===== config.mk =====
export PLATFORM = sky130hd
export DESIGN_NAME = phase_unwrap_accum
export DESIGN_NICKNAME = d
export VERILOG_FILES = /design/src/rtl/phase_pkg.sv /design/src/rtl/phase_block_avg.sv /design/src/rtl/phase_unwrap_accum.sv
export SDC_FILE = /design/constraint.sdc
export NUM_CORES = 1
export LEC_CHECK = 0
export CAP_MARGIN = 20
export CORE_MARGIN = 1.5
export CORE_UTILIZATION = 58
export CTS_CLUSTER_SIZE = 12
export DETAILED_ROUTE_END_ITERATION = 16
export PLACE_DENSITY = 0.91
export SYNTH_ARGS = -nofsm -noshare
export SYNTH_HDL_FRONTEND = slang
export SYNTH_SLANG_ARGS = --single-unit

===== constraint.sdc =====
create_clock -name clk -period 7 [get_ports clk]
set_clock_uncertainty 0.15 [all_clocks]
set_input_delay 1.4 -clock clk [delete_from_list [all_inputs] [get_ports clk]]
set_output_delay 1.4 -clock clk [all_outputs]
set_load 0.005 [all_outputs]

===== src/rtl/phase_pkg.sv =====
// rtl/phase_pkg.sv - shared phase constants and unwrap FSM state encoding
package phase_pkg;

  localparam int                 PHASE_W     = 16;
  localparam logic [PHASE_W-1:0] PHASE_PI    = 16'h8000;
  localparam logic [PHASE_W-1:0] JUMP_TH_DEF = 16'd8192;

  typedef enum logic {
    S_IDLE = 1'b0,
    S_RUN  = 1'b1
  } state_t;

endpackage


===== src/rtl/phase_block_avg.sv =====
// rtl/phase_block_avg.sv - block-mean decimator over 2^AVG_LOG2 unwrapped samples
module phase_block_avg #(
  parameter int ACC_W    = 32,
  parameter int AVG_LOG2 = 4
) (
  input  logic             clk,
  input  logic             rst_n,
  input  logic             clear,
  input  logic [ACC_W-1:0] sample,
  input  logic             sample_valid,
  output logic [ACC_W-1:0] avg_out,
  output logic             avg_valid
);

  localparam int SUM_W = ACC_W + AVG_LOG2;

  logic [SUM_W-1:0]    sum;
  logic [SUM_W-1:0]    sum_next;
  logic [AVG_LOG2-1:0] cnt;

  assign sum_next = sum + {{AVG_LOG2{sample[ACC_W-1]}}, sample};

  // Dropping the low AVG_LOG2 bits of the signed sum is a flooring divide.
  always_ff @(posedge clk or negedge rst_n) begin
    if (!rst_n) begin
      sum       <= '0;
      cnt       <= '0;
      avg_out   <= '0;
      avg_valid <= 1'b0;
    end else if (clear) begin
      sum       <= '0;
      cnt       <= '0;
      avg_out   <= '0;
      avg_valid <= 1'b0;
    end else begin
      avg_valid <= 1'b0;
      if (sample_valid) begin
        cnt <= cnt + 1'b1;
        if (cnt == {AVG_LOG2{1'b1}}) begin
          avg_out   <= sum_next[SUM_W-1:AVG_LOG2];
          avg_valid <= 1'b1;
          sum       <= '0;
        end else begin
          sum <= sum_next;
        end
      end
    end
  end

endmodule


===== src/rtl/phase_unwrap_accum.sv =====
// rtl/phase_unwrap_accum.sv - wrapped-phase differencing integrator with jump,
// saturation and block-average outputs
module phase_unwrap_accum
  import phase_pkg::*;
#(
  parameter int                 ACC_W    = 32,
  parameter logic [PHASE_W-1:0] JUMP_TH  = JUMP_TH_DEF,
  parameter int                 AVG_LOG2 = 4
) (
  input  logic               clk,
  input  logic               rst_n,
  input  logic               clear,
  input  logic [PHASE_W-1:0] phase_in,
  input  logic               phase_in_valid,
  output logic [ACC_W-1:0]   unwrap_out,
  output logic               unwrap_out_valid,
  output logic [15:0]        fringe_count,
  output logic               jump_err,
  output logic               sat_flag,
  output logic [ACC_W-1:0]   avg_out,
  output logic               avg_valid
);

  localparam logic [ACC_W-1:0] ACC_MAX = {1'b0, {(ACC_W-1){1'b1}}};
  localparam logic [ACC_W-1:0] ACC_MIN = {1'b1, {(ACC_W-1){1'b0}}};

  state_t             state;
  logic [PHASE_W-1:0] prev;
  logic [PHASE_W-1:0] delta;
  logic               delta_neg;
  logic [PHASE_W:0]   delta_ext;
  logic [PHASE_W:0]   delta_mag;
  logic [ACC_W:0]     sum_wide;
  logic               ovf;

  // Modulo-2^16 subtraction is exactly the shortest-arc wrapped difference.
  assign delta     = phase_in - prev;
  assign delta_neg = |(delta & PHASE_PI);
  assign delta_ext = {delta_neg, delta};
  assign delta_mag = delta_neg ? ({(PHASE_W+1){1'b0}} - delta_ext) : delta_ext;
  assign sum_wide  = {unwrap_out[ACC_W-1], unwrap_out}
                   + {{(ACC_W+1-PHASE_W){delta_neg}}, delta};
  assign ovf       = sum_wide[ACC_W] ^ sum_wide[ACC_W-1];

  if (ACC_W >= 32) begin : g_fc_trunc
    assign fringe_count = unwrap_out[31:16];
  end else begin : g_fc_sext
    assign fringe_count = {{(32-ACC_W){unwrap_out[ACC_W-1]}}, unwrap_out[ACC_W-1:16]};
  end

  always_ff @(posedge clk or negedge rst_n) begin
    if (!rst_n) begin
      state            <= S_IDLE;
      prev             <= '0;
      unwrap_out       <= '0;
      unwrap_out_valid <= 1'b0;
      jump_err         <= 1'b0;
      sat_flag         <= 1'b0;
    end else if (clear) begin
      state            <= S_IDLE;
      prev             <= '0;
      unwrap_out       <= '0;
      unwrap_out_valid <= 1'b0;
      jump_err         <= 1'b0;
      sat_flag         <= 1'b0;
    end else begin
      unwrap_out_valid <= phase_in_valid;
      jump_err         <= 1'b0;
      if (phase_in_valid) begin
        prev <= phase_in;
        case (state)
          S_IDLE: begin
            unwrap_out <= {{(ACC_W-PHASE_W){phase_in[PHASE_W-1]}}, phase_in};
            state      <= S_RUN;
          end
          S_RUN: begin
            jump_err <= delta_mag > {1'b0, JUMP_TH};
            if (ovf) begin
              unwrap_out <= sum_wide[ACC_W] ? ACC_MIN : ACC_MAX;
              sat_flag   <= 1'b1;
            end else begin
              unwrap_out <= sum_wide[ACC_W-1:0];
            end
          end
        endcase
      end
    end
  end

  phase_block_avg #(
    .ACC_W    (ACC_W),
    .AVG_LOG2 (AVG_LOG2)
  ) u_avg (
    .clk          (clk),
    .rst_n        (rst_n),
    .clear        (clear),
    .sample       (unwrap_out),
    .sample_valid (unwrap_out_valid),
    .avg_out      (avg_out),
    .avg_valid    (avg_valid)
  );

endmodule

==> impl_table.tex, run 1 <==
\begin{tabular}{lr}
\hline
Metric & Value \\
\hline
\multicolumn{2}{l}{\textbf{STA}} \\
\quad Maximum clock rate & 0.149 GHz \\
\quad Final worst-path setup slack & 0.297 ns \\
\quad Final Max Tran Viols & 0 \\
\quad Portion of the clock cycle consumed by the worst path in the final layout & 95.8\% \\
\quad Tightest Pin Transition & 0.838 ns \\
\quad Final setup violation count & 0 \\
\quad Setup\_tns & 0 ns \\
\quad Worst slew margin & 44.1\% \\
\quad RSZ-0062 raised after global routing & false \\
\quad Minimum clock period & 6.70 ns \\
\quad Worst Hold Slack & 0.364 ns \\
\quad Count of final hold-check violations & 0 \\
\multicolumn{2}{l}{\textbf{Cells and area}} \\
\quad Leading cell type in the layout, fill and taps excluded & sky130\_fd\_sc\_hd\_\_nand2\_1 \\
\quad Layout cells sized above 1 & 6.29\% \\
\quad Total inserted antenna cells & 0 \\
\quad Syn-to-layout area delta & 18.8\% \\
\quad Commonest cells after routing, fill and taps aside & sky130\_fd\_sc\_hd\_\_nand2\_1, sky130\_fd\_sc\_hd\_\_dfrtp\_1, sky130\_fd\_sc\_hd\_\_clkdlybuf4s50\_1, sky130\_fd\_sc\_hd\_\_a21oi\_1, sky130\_fd\_sc\_hd\_\_ha\_1 \\
\quad Layout Utilization & 71.3\% \\
\quad Final standard cell area without fillers & 0.0114 mm\^{}2 \\
\quad \# fillers & 1,138 \\
\quad NumNets Final & 1,323 \\
\multicolumn{2}{l}{\textbf{Run}} \\
\quad Max-cap check violation count & 0 \\
\multicolumn{2}{l}{\textbf{Logic synthesis}} \\
\quad FF+latch count, synth & 125 \\
\quad Cell count after synthesis & 1,122 \\
\quad Synthesized area & 0.00963 mm\^{}2 \\
\quad Warnings, synthesis & 0 \\
\quad Register area share after synthesis & 32.5\% \\
\quad Average footprint of a synthesized cell & 8.59 um\^{}2 \\
\quad Synth async-reset ratio & 100\% \\
\quad Number of synthesized flops with an enable pin & 0 \\
\quad Most used flip-flop cell after synthesis & sky130\_fd\_sc\_hd\_\_dfrtp\_1 \\
\quad Number of unique standard cell types used by synthesis & 74 \\
\quad Nets in the synthesized netlist & 1,233 \\
\multicolumn{2}{l}{\textbf{Floorplan}} \\
\quad Die Span Y & 132 um \\
\quad FP Rows & 46 \\
\quad Core Region & 0.0161 mm\^{}2 \\
\quad Die outline width & 132 um \\
\quad Starting density of the core & 60.0\% \\
\quad Number of top-level design ports & 104 \\
\quad Floorplan die area & 0.0174 mm\^{}2 \\
\multicolumn{2}{l}{\textbf{Setup path}} \\
\quad Buffers and inverters on the worst path & 4 \\
\quad Kind of start point of the critical path & primary input \\
\quad Worst Path Required & 7.15 ns \\
\quad Maximum fanout along the worst path & 15 \\
\quad Cell-by-cell trace of the critical path & clkdlybuf4s50\_1, inv\_1, ha\_1, inv\_1, fa\_1, a21o\_1, a22o\_1, o41ai\_4, o2111ai\_1, a21oi\_1, xnor2\_1, ha\_1, a21o\_1, a21o\_1, a2111oi\_1, a21oi\_1, a211oi\_1, a2111oi\_0, a211o\_1, buf\_4, o22ai\_1, o21ai\_0 \\
\quad Type of destination of the critical path & flip-flop \\
\quad Cell repeated most along the worst path & sky130\_fd\_sc\_hd\_\_a21o\_1 \\
\quad Endpoint arrival time on the critical path & 6.85 ns \\
\quad Peak per-stage delay on the critical path & 0.52 ns \\
\quad Crit path max-delay cell type & sky130\_fd\_sc\_hd\_\_a2111oi\_1 \\
\quad Family with the most delay on the worst path & compound AO/OA/AOI/OAI gates \\
\quad Worst Setup Path Type & primary input to flip-flop \\
\multicolumn{2}{l}{\textbf{Power and ir drop}} \\
\quad Largest voltage drop on the vdd net & 0.218 mV \\
\quad Leakage & 5.29 nW \\
\quad Power density relative to cell area & 271 mW/mm\^{}2 \\
\multicolumn{2}{l}{\textbf{Global routing}} \\
\quad Total track usage & 30.3\% \\
\quad Pin count of the biggest net entering global routing & 66 \\
\quad First-pass GRT wire length & 42,700 um \\
\quad Initial antenna violation count & 0 \\
\quad Global route total overflow & 0 \\
\quad Via count of the first global-routing pass & 8,561 \\
\multicolumn{2}{l}{\textbf{Clocking}} \\
\quad Number of buffers added to fix hold violations after cts & 0 \\
\quad Clock transition at the register clock pins on the worst setup and hold paths after CTS & 0.06 ns \\
\quad Total clock sinks & 125 \\
\quad H-tree depth & 4 \\
\quad Max Root-Sink Buffers & 2 \\
\quad Clk\_lat worst skew & 0.43 ns \\
\quad Clock tree root buffer cell & sky130\_fd\_sc\_hd\_\_clkbuf\_16 \\
\quad TritonCTS Buffers & 17 \\
\quad Clock tree from TritonCTS & yes \\
\multicolumn{2}{l}{\textbf{Placement}} \\
\quad Minimum setup slack after placement & -0.166 ns \\
\quad Placed instance area & 0.0109 mm\^{}2 \\
\quad Last weighted congestion value of the routability-driven placer & 0.961 \\
\quad Detailed placer's ending HPWL & 18,500 um \\
\quad Port-buffer cells & 103 \\
\multicolumn{2}{l}{\textbf{Routing}} \\
\quad First-iteration detailed-routing DRC count & 896 \\
\quad Detailed-routing iteration count for the pre-antenna-repair pass & 6 \\
\quad Via count normalized by instance count & 6.34 \\
\quad Drt wl/cell & 18.1 um \\
\quad Total number of vias & 9,134 \\
\quad Number of design rule violations left after detail routing & 0 \\
\quad Post-DRT Antenna Nets & 0 \\
\quad Final wirelength & 26,200 um \\
\multicolumn{2}{l}{\textbf{Outcome}} \\
\quad Result of the run & completed \\
\multicolumn{2}{l}{\textbf{Hold path}} \\
\quad Class of the tightest hold or removal check & flip-flop to flip-flop \\
\hline
\end{tabular}
## cell families after synthesis
kind of cell               share of synthesized area (%)
DFF                                                 32.5
and+or+nand+nor                                     15.7
xor gates and xnor gates                            6.81
AOI/OAI and AO/OA                                   25.6
muxes                                               2.31
buffers and inverters                               4.97
adders and majority gates                           12.2
## final timing paths
kind | startpoint | end | slack [ns] | cells after the start
max reg2reg | prev[0]$_DFFE_PN0P_ | unwrap_out[6]$_DFFE_PN0P_ | 1.43 | 20
min in group asynchronous | rst_n | prev[7]$_DFFE_PN0P_ | 0.89 | 1
max in group asynchronous | rst_n | u_avg.sum[7]$_DFFE_PN0P_ | 4.50 | 2
max | phase_in[0] | unwrap_out[6]$_DFFE_PN0P_ | 0.30 | 22
min reg2reg | u_avg.sum[11]$_DFFE_PN0P_ | u_avg.sum[11]$_DFFE_PN0P_ | 0.36 | 1
min | u_avg.sum[11]$_DFFE_PN0P_ | u_avg.sum[11]$_DFFE_PN0P_ | 0.36 | 1
## metrics by stage
step,power (W),cells
floorplan,0.00182,1122
global placement,0.00214,1409
detailed placement,0.00218,1409
CTS,0.00307,1441
global route,0.00327,1441
finish,0.00310,1441
## cell type report
type,count,area (um^2),share of cell area [%]
timing repair buffer,125,1200,10.5
multi-input combinational,886,6050,52.9
sequential,125,3130,27.3
clock buffer,22,464,4.06
inverter,57,214,1.87
clock inverter,10,115,1.01
tap,216,270,2.36
## routing by layer
layer	wire length, um	up-vias	GRT usage (%)	part of all wire, %
met5	0	-	0	0
met4	1230	0	14.8	4.7
met3	1610	107	5.27	6.1
met2	12300	424	49.4	47
met1	11000	4349	39.0	42
li1	-	4254	-	-
## report_power, final
group	switching, W	internal [W]	leakage, nW
clock network	0.000333	0.000541	0.276
registers	0.0000946	0.000803	1.69
logic	0.000748	0.000577	3.33
total	0.00118	0.00192	5.29
## timing repair
item,CTS,global route
resized for setup,0,2
setup buffers,0,0
endpoints found under the setup margin,0,18
## synthesized netlist by cell type (20+ instances only)
| cell | instances | area (um^2) |
|---|---|---|
| sky130_fd_sc_hd__nand2_1 | 130 | 488 |
| sky130_fd_sc_hd__dfrtp_1 | 125 | 3130 |
| sky130_fd_sc_hd__a21oi_1 | 93 | 465 |
| sky130_fd_sc_hd__nor2_1 | 89 | 334 |
| sky130_fd_sc_hd__ha_1 | 88 | 1100 |
| sky130_fd_sc_hd__o21ai_0 | 68 | 340 |
| sky130_fd_sc_hd__inv_1 | 54 | 203 |
| sky130_fd_sc_hd__xnor2_1 | 49 | 429 |
| sky130_fd_sc_hd__a21o_1 | 36 | 270 |
| sky130_fd_sc_hd__a22o_1 | 36 | 315 |
| sky130_fd_sc_hd__clkbuf_1 | 35 | 131 |
| sky130_fd_sc_hd__nor3_1 | 25 | 125 |
| sky130_fd_sc_hd__xor2_1 | 24 | 210 |
| sky130_fd_sc_hd__mux2i_1 | 20 | 200 |
## state kept, by name (all words and copies together), names as in the netlist, 4 cells and up
name,count
prev,16
u_avg.cnt,4
u_avg.sum,36
unwrap_out,32
u_avg.avg_out,32
Power figures use the tool's default switching activity.
==> run 2, diff against run 1 <==
==> constraint.sdc (replaced) <==
create_clock -name clk -period 7 [get_ports clk]
set_clock_uncertainty 0.15 [all_clocks]
set_input_delay 1.05 -clock clk [delete_from_list [all_inputs] [get_ports clk]]
set_output_delay 1.05 -clock clk [all_outputs]
set_load 0.005 [all_outputs]
==> impl_table.tex, run 2 (synthesis results as in run 1) <==
\begin{tabular}{lr}
\hline
Metric & Value \\
\hline
\multicolumn{2}{l}{\textbf{Power and ir drop}} \\
\quad Largest voltage drop on the vdd net & 0.224 mV (+2.7\%) \\
\quad Clk network pwr share & 30.7\% (+2.5 points) \\
\quad Switching power of the nets & 0.00119 W (+0.83\%) \\
\quad Power density relative to cell area & 276 mW/mm\^{}2 (+2.1\%) \\
\quad Portion of total power attributed to combinational logic & 41.1\% (-1.7 points) \\
\quad Internal cell power & 0.00198 W (+3.3\%) \\
\quad Leakage & 5.30 nW (+0.18\%) \\
\quad Fraction of power spent switching nets & 37.4\% (-0.56 points) \\
\quad Register share of total power & 28.3\% (-0.7 points) \\
\multicolumn{2}{l}{\textbf{Clocking}} \\
\quad Number of buffers added to fix hold violations after cts & 0 (unchanged) \\
\quad H-tree depth & 4 (unchanged) \\
\quad Total clock sinks & 125 (unchanged) \\
\quad Clk\_lat worst skew & 0.43 ns (about the same) \\
\quad Number of gates resized after CTS & 0 (unchanged) \\
\quad Clock tree root buffer cell & sky130\_fd\_sc\_hd\_\_clkbuf\_16 \\
\quad Number of buffers inserted by post-CTS setup repair & 0 (unchanged) \\
\quad TritonCTS Buffers & 17 (unchanged) \\
\quad Clock transition at the register clock pins on the worst setup and hold paths after CTS & 0.06 ns (about the same) \\
\quad Max Root-Sink Buffers & 2 (unchanged) \\
\quad Clock tree from TritonCTS & yes \\
\multicolumn{2}{l}{\textbf{STA}} \\
\quad Portion of the clock cycle consumed by the worst path in the final layout & 95.4\% (-0.37 points) \\
\quad Maximum clock rate & 0.150 GHz (+0.39\%) \\
\quad Setup\_tns & 0 ns (unchanged) \\
\quad Final Max Tran Viols & 0 (unchanged) \\
\quad Worst slew margin & 46.2\% (+2.0 points) \\
\quad Tightest Pin Transition & 0.807 ns (-0.0307 ns) \\
\quad Minimum clock period & 6.68 ns (-0.0258 ns) \\
\quad RSZ-0062 raised after global routing & false \\
\quad Final setup violation count & 0 (unchanged) \\
\quad Count of final hold-check violations & 0 (unchanged) \\
\multicolumn{2}{l}{\textbf{Routing}} \\
\quad Highest metal layer used by the detailed router & met4 \\
\quad Drt wl/cell & 18.4 um (+1.4\%) \\
\quad Post-DRT Antenna Nets & 0 (unchanged) \\
\quad Final wirelength & 26,400 um (+1.0\%) \\
\quad Detailed-routed wire length on met3 & 1870 um (+16\%) \\
\quad Number of design rule violations left after detail routing & 0 (unchanged) \\
\quad DRT met1 WL & 10,800 um (-2.5\%) \\
\quad Total number of vias & 9,097 (-0.41\%) \\
\quad Met2 Routed Length & 12,800 um (+4.4\%) \\
\quad Detailed-routing iteration count for the pre-antenna-repair pass & 6 (unchanged) \\
\quad Via count normalized by instance count & 6.34 (about the same) \\
\quad First-iteration detailed-routing DRC count & 784 (-13\%) \\
\multicolumn{2}{l}{\textbf{Outcome}} \\
\quad Result of the run & completed \\
\multicolumn{2}{l}{\textbf{Global routing}} \\
\quad First-pass GRT wire length & 42,900 um (+0.47\%) \\
\quad Total track usage & 30.5\% (+0.28 points) \\
\quad Pin count of the biggest net entering global routing & 81 (+23\%) \\
\quad Initial antenna violation count & 0 (unchanged) \\
\quad Global route total overflow & 0 (unchanged) \\
\quad Via count of the first global-routing pass & 8,723 (+1.9\%) \\
\multicolumn{2}{l}{\textbf{Cells and area}} \\
\quad Total inserted antenna cells & 0 (unchanged) \\
\quad Biggest regs & u\_avg.sum x36, u\_avg.avg\_out x32, unwrap\_out x32 \\
\quad Syn-to-layout area delta & 19.1\% \\
\quad Leading cell type in the layout, fill and taps excluded & sky130\_fd\_sc\_hd\_\_nand2\_1 \\
\quad Final standard cell area without fillers & 0.0115 mm\^{}2 (+0.21\%) \\
\quad \# fillers & 1,147 (+0.79\%) \\
\quad Layout cells sized above 1 & 5.91\% (-0.38 points) \\
\quad NumNets Final & 1,317 (-0.45\%) \\
\quad Commonest cells after routing, fill and taps aside & sky130\_fd\_sc\_hd\_\_nand2\_1, sky130\_fd\_sc\_hd\_\_dfrtp\_1, sky130\_fd\_sc\_hd\_\_clkdlybuf4s50\_1, sky130\_fd\_sc\_hd\_\_a21oi\_1, sky130\_fd\_sc\_hd\_\_ha\_1 \\
\quad Number of flip-flops in the largest register & 36 (unchanged) \\
\quad Footprint of the flip-flops and latches & 0.00313 mm\^{}2 (unchanged) \\
\quad Largest Register & u\_avg.sum \\
\quad Area of the multi-input gates & 0.00605 mm\^{}2 (about the same) \\
\multicolumn{2}{l}{\textbf{Setup path}} \\
\quad Endpoint arrival time on the critical path & 6.81 ns (-0.04 ns) \\
\quad Type of destination of the critical path & flip-flop \\
\quad Maximum fanout along the worst path & 13 (-2) \\
\quad Kind of start point of the critical path & primary input \\
\quad Worst Setup Path Type & primary input to flip-flop \\
\quad Worst Path Required & 7.14 ns (about the same) \\
\multicolumn{2}{l}{\textbf{Hold path}} \\
\quad Class of the tightest hold or removal check & flip-flop to flip-flop \\
\multicolumn{2}{l}{\textbf{Floorplan}} \\
\quad FP Rows & 46 (unchanged) \\
\quad Floorplan die area & 0.0174 mm\^{}2 (unchanged) \\
\quad Die Span Y & 132 um (unchanged) \\
\quad Core Region & 0.0161 mm\^{}2 (unchanged) \\
\quad Die outline width & 132 um (unchanged) \\
\quad Number of top-level design ports & 104 (unchanged) \\
\quad Starting density of the core & 60.0\% (unchanged) \\
\multicolumn{2}{l}{\textbf{Placement}} \\
\quad Last weighted congestion value of the routability-driven placer & 0.939 (-2.2\%) \\
\quad Detailed placer's ending HPWL & 18,500 um (-0.27\%) \\
\quad Placed instance area & 0.0108 mm\^{}2 (-0.60\%) \\
\quad Port-buffer cells & 103 (unchanged) \\
\multicolumn{2}{l}{\textbf{Run}} \\
\quad Max-cap check violation count & 0 (unchanged) \\
\hline
\end{tabular}
==> run 2: path summary, 6_finish.rpt <==
| check | depth (start not counted) | slack (ns) | to | start |
|---|---|---|---|---|
| worst min-delay path | 1 | 0.36 | u_avg.sum[9]$_DFFE_PN0P_ | u_avg.sum[9]$_DFFE_PN0P_ |
| min in group asynchronous | 1 | 0.47 | prev[5]$_DFFE_PN0P_ | rst_n |
| worst min register to register | 1 | 0.36 | u_avg.sum[9]$_DFFE_PN0P_ | u_avg.sum[9]$_DFFE_PN0P_ |
| max in group asynchronous | 3 | 5.21 | u_avg.sum[16]$_DFFE_PN0P_ | rst_n |
| worst max register to register | 19 | 1.15 | unwrap_out[16]$_DFFE_PN0P_ | prev[0]$_DFFE_PN0P_ |
| worst max-delay path | 21 | 0.32 | unwrap_out[16]$_DFFE_PN0P_ | phase_in[0] |
==> run 2: per-stage QoR <==
| stage | std cells | hold WS (ns) | total power (W) | setup WS (ns) | utilization [%] |
|---|---|---|---|---|---|
| 2_1_floorplan | 1122 | 0.327 | 0.00182 | 1.11 | - |
| 3_3_place_gp | 1402 | 0.343 | 0.00211 | 0.310 | 67.3 |
| 3_5_place_dp | 1402 | 0.348 | 0.00215 | 0.0120 | 67.3 |
| 4_1_cts | 1434 | 0.363 | 0.00314 | 0.386 | 71.3 |
| 5_1_grt | 1435 | 0.378 | 0.00333 | 0.0930 | 71.4 |
| 6_report | 1435 | 0.364 | 0.00317 | 0.323 | 71.4 |
==> run 2: cell type report <==
type                    instances  area share, %
multi-input cells             886           52.8
flip-flops and latches        125           27.3
repair buffers                119           10.1
clock buffers                  20           3.98
well taps                     216           2.36
inverters                      57           1.87
clock inverters                12           1.61
==> run 2: worst max-delay path, stage by stage <==
cell                              delay, ns
sky130_fd_sc_hd__clkdlybuf4s50_1       0.47
sky130_fd_sc_hd__inv_1                 0.12
sky130_fd_sc_hd__ha_1                  0.16
sky130_fd_sc_hd__inv_1                 0.05
sky130_fd_sc_hd__fa_1                  0.41
sky130_fd_sc_hd__a21o_1                0.21
sky130_fd_sc_hd__a22o_1                0.26
sky130_fd_sc_hd__o41ai_4               0.39
sky130_fd_sc_hd__o2111ai_1             0.19
sky130_fd_sc_hd__a21oi_1               0.20
sky130_fd_sc_hd__xnor2_1               0.19
sky130_fd_sc_hd__ha_1                  0.36
sky130_fd_sc_hd__a21o_1                0.19
sky130_fd_sc_hd__a21o_1                0.19
sky130_fd_sc_hd__a2111oi_1             0.59
sky130_fd_sc_hd__a21oi_1               0.23
sky130_fd_sc_hd__a211oi_1              0.47
sky130_fd_sc_hd__nand2_1               0.15
sky130_fd_sc_hd__mux2i_1               0.29
sky130_fd_sc_hd__a21o_1                0.45
sky130_fd_sc_hd__o21ai_0               0.18
==> run 2: power groups by stage <==
stage	Sequential [W]	Combinational (W)	Clock [W]
2_1_floorplan	0.000871	0.000945	0
3_3_place_gp	0.000901	0.00121	0
3_5_place_dp	0.000902	0.00125	0
4_1_cts	0.000893	0.00127	0.000974
5_1_grt	0.000904	0.00142	0.00101
6_report	0.000896	0.00130	0.000971
==> run 2: routing by layer <==
metal	global-route usage, %	vias to the layer above
met5	0	-
met4	14.1	0
met3	5.92	84
met2	51.2	433
met1	38.1	4344
li1	-	4236
==> run 3, diff against run 2 <==
- CORE_UTILIZATION: 58 -> 59
- SYNTH_HIERARCHICAL: default -> 1
==> impl_table.tex, run 3 <==
\begin{tabular}{lr}
\hline
Metric & Value \\
\hline
\multicolumn{2}{l}{\textbf{Cells and area}} \\
\quad Total inserted antenna cells & 0 (unchanged) \\
\quad Leading cell type in the layout, fill and taps excluded & sky130\_fd\_sc\_hd\_\_nand2\_1 \\
\quad Largest Register & u\_avg/sum \\
\quad Syn-to-layout area delta & 15.3\% \\
\quad Final standard cell area without fillers & 0.0121 mm\^{}2 (+5.5\%) \\
\quad Biggest regs & u\_avg/sum x36, u\_avg/avg\_out x32, unwrap\_out x32 \\
\quad Commonest cells after routing, fill and taps aside & sky130\_fd\_sc\_hd\_\_nand2\_1, sky130\_fd\_sc\_hd\_\_dfrtp\_1, sky130\_fd\_sc\_hd\_\_a21oi\_1, sky130\_fd\_sc\_hd\_\_nor2\_1, sky130\_fd\_sc\_hd\_\_clkdlybuf4s50\_1 \\
\quad NumNets Final & 1,418 (+7.7\%) \\
\quad Layout cells sized above 1 & 7.13\% (+1.2 points) \\
\quad Non-Filler Instances & 1,544 (+7.6\%) \\
\quad Number of flip-flops in the largest register & 36 (unchanged) \\
\multicolumn{2}{l}{\textbf{Clocking}} \\
\quad Number of buffers added to fix hold violations after cts & 0 (unchanged) \\
\quad TritonCTS Buffers & 17 (unchanged) \\
\quad Clock tree from TritonCTS & yes \\
\quad Clock transition at the register clock pins on the worst setup and hold paths after CTS & 0.06 ns (about the same) \\
\quad Total clock sinks & 125 (unchanged) \\
\quad Max Root-Sink Buffers & 2 (unchanged) \\
\quad H-tree depth & 4 (unchanged) \\
\quad Number of buffers inserted by post-CTS setup repair & 0 (unchanged) \\
\quad Clk\_lat worst skew & 0.43 ns (about the same) \\
\quad Number of gates resized after CTS & 0 (unchanged) \\
\quad Clock tree root buffer cell & sky130\_fd\_sc\_hd\_\_clkbuf\_16 \\
\multicolumn{2}{l}{\textbf{Logic synthesis}} \\
\quad Average footprint of a synthesized cell & 8.43 um\^{}2 (-1.8\%) \\
\quad Yosys top cell area share & 29.8\% (-2.7 points) \\
\quad Cell type contributing the most total cell area after synthesis & sky130\_fd\_sc\_hd\_\_dfrtp\_1 \\
\quad Most repeated cell in the gate-level netlist after synthesis & sky130\_fd\_sc\_hd\_\_nand2\_1 \\
\quad Most frequent cells after synthesis & sky130\_fd\_sc\_hd\_\_nand2\_1, sky130\_fd\_sc\_hd\_\_dfrtp\_1, sky130\_fd\_sc\_hd\_\_a21oi\_1, sky130\_fd\_sc\_hd\_\_nor2\_1, sky130\_fd\_sc\_hd\_\_ha\_1 \\
\quad Synthesized area & 0.0105 mm\^{}2 (+8.9\%) \\
\quad Largest cells by area after synthesis & sky130\_fd\_sc\_hd\_\_dfrtp\_1, sky130\_fd\_sc\_hd\_\_ha\_1, sky130\_fd\_sc\_hd\_\_a21oi\_1 \\
\quad Number of synthesized flops with an enable pin & 0 (unchanged) \\
\quad Number of unique standard cell types used by synthesis & 87 (+18\%) \\
\quad FF+latch count, synth & 125 (unchanged) \\
\quad Most used flip-flop cell after synthesis & sky130\_fd\_sc\_hd\_\_dfrtp\_1 \\
\quad Warnings, synthesis & 6 (+6) \\
\quad Synth async-reset ratio & 100\% (unchanged) \\
\quad Register area share after synthesis & 29.8\% (-2.7 points) \\
\quad Cell count after synthesis & 1,245 (+11\%) \\
\quad Nets in the synthesized netlist & 1,356 (+10\%) \\
\multicolumn{2}{l}{\textbf{Power and ir drop}} \\
\quad Switching power of the nets & 0.00132 W (+12\%) \\
\quad Fraction of power spent switching nets & 40.6\% (+3.2 points) \\
\quad Largest voltage drop on the vdd net & 0.227 mV (+1.2\%) \\
\quad Clk network pwr share & 26.9\% (-3.8 points) \\
\quad Internal cell power & 0.00194 W (-2.2\%) \\
\quad Power density relative to cell area & 270 mW/mm\^{}2 (-2.4\%) \\
\quad Portion of total power attributed to combinational logic & 46.0\% (+4.9 points) \\
\quad Leakage & 5.47 nW (+3.0\%) \\
\quad Register share of total power & 27.1\% (-1.2 points) \\
\multicolumn{2}{l}{\textbf{Floorplan}} \\
\quad Core Region & 0.0174 mm\^{}2 (+8.1\%) \\
\quad Die Span Y & 136 um (+3.4\%) \\
\quad Floorplan die area & 0.0186 mm\^{}2 (+6.9\%) \\
\quad Starting density of the core & 60.5\% (+0.47 points) \\
\quad FP Rows & 48 (+4.3\%) \\
\quad Number of top-level design ports & 104 (unchanged) \\
\quad Die outline width & 136 um (+3.4\%) \\
\multicolumn{2}{l}{\textbf{Placement}} \\
\quad Last weighted congestion value of the routability-driven placer & 0.972 (+3.5\%) \\
\quad Detailed placer's ending HPWL & 20,600 um (+11\%) \\
\quad Number of cells in the design after placement & 1,513 (+7.9\%) \\
\quad Placed instance area & 0.0115 mm\^{}2 (+6.7\%) \\
\quad Port-buffer cells & 103 (unchanged) \\
\multicolumn{2}{l}{\textbf{STA}} \\
\quad Setup\_tns & 0 ns (unchanged) \\
\quad Portion of the clock cycle consumed by the worst path in the final layout & 90.3\% (-5.1 points) \\
\quad Count of final hold-check violations & 0 (unchanged) \\
\quad Tightest Pin Transition & 0.938 ns (+0.131 ns) \\
\quad Final setup violation count & 0 (unchanged) \\
\quad RSZ-0062 raised after global routing & false \\
\quad Maximum clock rate & 0.158 GHz (+5.7\%) \\
\quad Minimum clock period & 6.32 ns (-0.358 ns) \\
\quad Final Max Tran Viols & 0 (unchanged) \\
\quad Worst slew margin & 37.3\% (-8.9 points) \\
\multicolumn{2}{l}{\textbf{Routing}} \\
\quad Final wirelength & 28,300 um (+7.2\%) \\
\quad Number of design rule violations left after detail routing & 0 (unchanged) \\
\quad First-iteration detailed-routing DRC count & 898 (+15\%) \\
\quad Detailed-routing iteration count for the pre-antenna-repair pass & 5 (-1) \\
\quad Via count normalized by instance count & 6.38 (+0.71\%) \\
\quad Total number of vias & 9,857 (+8.4\%) \\
\quad Post-DRT Antenna Nets & 0 (unchanged) \\
\quad Drt wl/cell & 18.4 um (-0.33\%) \\
\multicolumn{2}{l}{\textbf{Setup path}} \\
\quad Cell repeated most along the worst path & sky130\_fd\_sc\_hd\_\_nor2\_1 \\
\quad Peak per-stage delay on the critical path & 0.53 ns (-0.06 ns) \\
\quad Endpoint arrival time on the critical path & 6.48 ns (-0.33 ns) \\
\quad Kind of start point of the critical path & primary input \\
\quad Buffers and inverters on the worst path & 3 (unchanged) \\
\quad Worst Setup Path Type & primary input to flip-flop \\
\quad Worst Path Required & 7.17 ns (+0.03 ns) \\
\quad Family with the most delay on the worst path & compound AO/OA/AOI/OAI gates \\
\quad Type of destination of the critical path & flip-flop \\
\quad Crit path max-delay cell type & sky130\_fd\_sc\_hd\_\_a2111oi\_2 \\
\quad Cell-by-cell trace of the critical path & clkdlybuf4s50\_1, ha\_1, a21oi\_1, o21ai\_0, nor3\_1, o221ai\_1, nor2\_1, inv\_1, buf\_4, ha\_1, nand3\_1, nor2\_1, a21bo\_1, a211o\_1, a2111oi\_2, nor2\_1, mux2\_4, and2\_1, a221o\_1 \\
\quad Maximum fanout along the worst path & 18 (+5) \\
\multicolumn{2}{l}{\textbf{Global routing}} \\
\quad First-pass GRT wire length & 46,300 um (+8.0\%) \\
\quad Via count of the first global-routing pass & 9,452 (+8.4\%) \\
\quad Total track usage & 31.6\% (+1.1 points) \\
\quad Global routing usage on met1 & 39.3\% (+1.2 points) \\
\quad Initial antenna violation count & 0 (unchanged) \\
\quad Met3 capacity usage during global routing & 4.59\% (-1.3 points) \\
\quad Layer carrying the most global-route usage & met2 \\
\quad Pin count of the biggest net entering global routing & 79 (-2.5\%) \\
\quad Global route total overflow & 0 (unchanged) \\
\quad Met2 track utilization from global routing & 53.4\% (+2.2 points) \\
\multicolumn{2}{l}{\textbf{Outcome}} \\
\quad Result of the run & completed \\
\multicolumn{2}{l}{\textbf{Hold path}} \\
\quad Class of the tightest hold or removal check & flip-flop to flip-flop \\
\multicolumn{2}{l}{\textbf{Run}} \\
\quad Max-cap check violation count & 0 (unchanged) \\
\hline
\end{tabular}
-- run 3: area by class of cell --
class                      count  area [um^2]
clock buffer                  18          439
clock inverter                13          140
fill                        1333         5260
inverter                      45          169
multi-input combinational   1003         6840
sequential                   125         3130
tap                          225          282
timing repair buffer         115         1110
-- run 3: worst reg2reg max path: cells and delay by family, from the launching register on --
family / cells / cell delay (ns)
AO/OA/AOI/OAI: 7 / 2.03
adder cells (fa/ha/maj): 2 / 0.80
buffers and inverters: 3 / 0.46
flip-flops: 1 / 0.35
multiplexers: 1 / 0.39
AND/OR/NAND/NOR: 6 / 1.30
-- run 3: final timing paths --
path	end	cells after the start	startpoint	slack [ns]
max	unwrap_out[17]$_DFFE_PN0P_	19	phase_in[8]	0.68
min	u_avg/avg_out[30]$_DFFE_PN0P_	2	u_avg/avg_out[30]$_DFFE_PN0P_	0.33
min in group asynchronous	unwrap_out[29]$_DFFE_PN0P_	1	rst_n	0.55
max reg2reg	unwrap_out[17]$_DFFE_PN0P_	19	prev[8]$_DFFE_PN0P_	1.41
max in group asynchronous	u_avg/sum[9]$_DFFE_PN0P_	2	rst_n	4.84
min reg2reg	u_avg/avg_out[30]$_DFFE_PN0P_	2	u_avg/avg_out[30]$_DFFE_PN0P_	0.33
-- run 3: logic make-up (layout without fill, tap and decap cells) --
kind of cell	after synthesis	in the layout	share of synthesized area, %
and+or+nand+nor	408	408	18.6
AOI/OAI and AO/OA	407	407	26.7
DFF	125	125	29.8
buffers and inverters	117	191	5.19
adders and majority gates	91	91	11.1
xor gates and xnor gates	70	70	5.84
muxes	27	27	2.77
-- run 3: per-stage QoR --
step	setup WS [ns]	util [%]	total power [W]	hold WS [ns]
floorplan	1.06	-	0.00195	0.303
global placement	0.465	66.4	0.00233	0.315
detailed placement	0.362	66.4	0.00235	0.320
CTS	0.786	69.7	0.00325	0.333
global route	0.286	69.7	0.00345	0.352
finish	0.681	69.7	0.00326	0.329
-- run 3: power groups by stage --
stage               Sequential (W)  Combinational (W)  Clock, W
floorplan                 0.000856            0.00109         0
global placement          0.000895            0.00143         0
detailed placement        0.000896            0.00146         0
CTS                       0.000884            0.00148  0.000885
global route              0.000891            0.00165  0.000915
finish                    0.000886            0.00150  0.000878
-- run 3: routing by layer --
metal	routed length (um)	part of all wire, %
met2	13700	48
met5	0	0
met4	1140	4.0
met1	11900	42
met3	1590	5.6
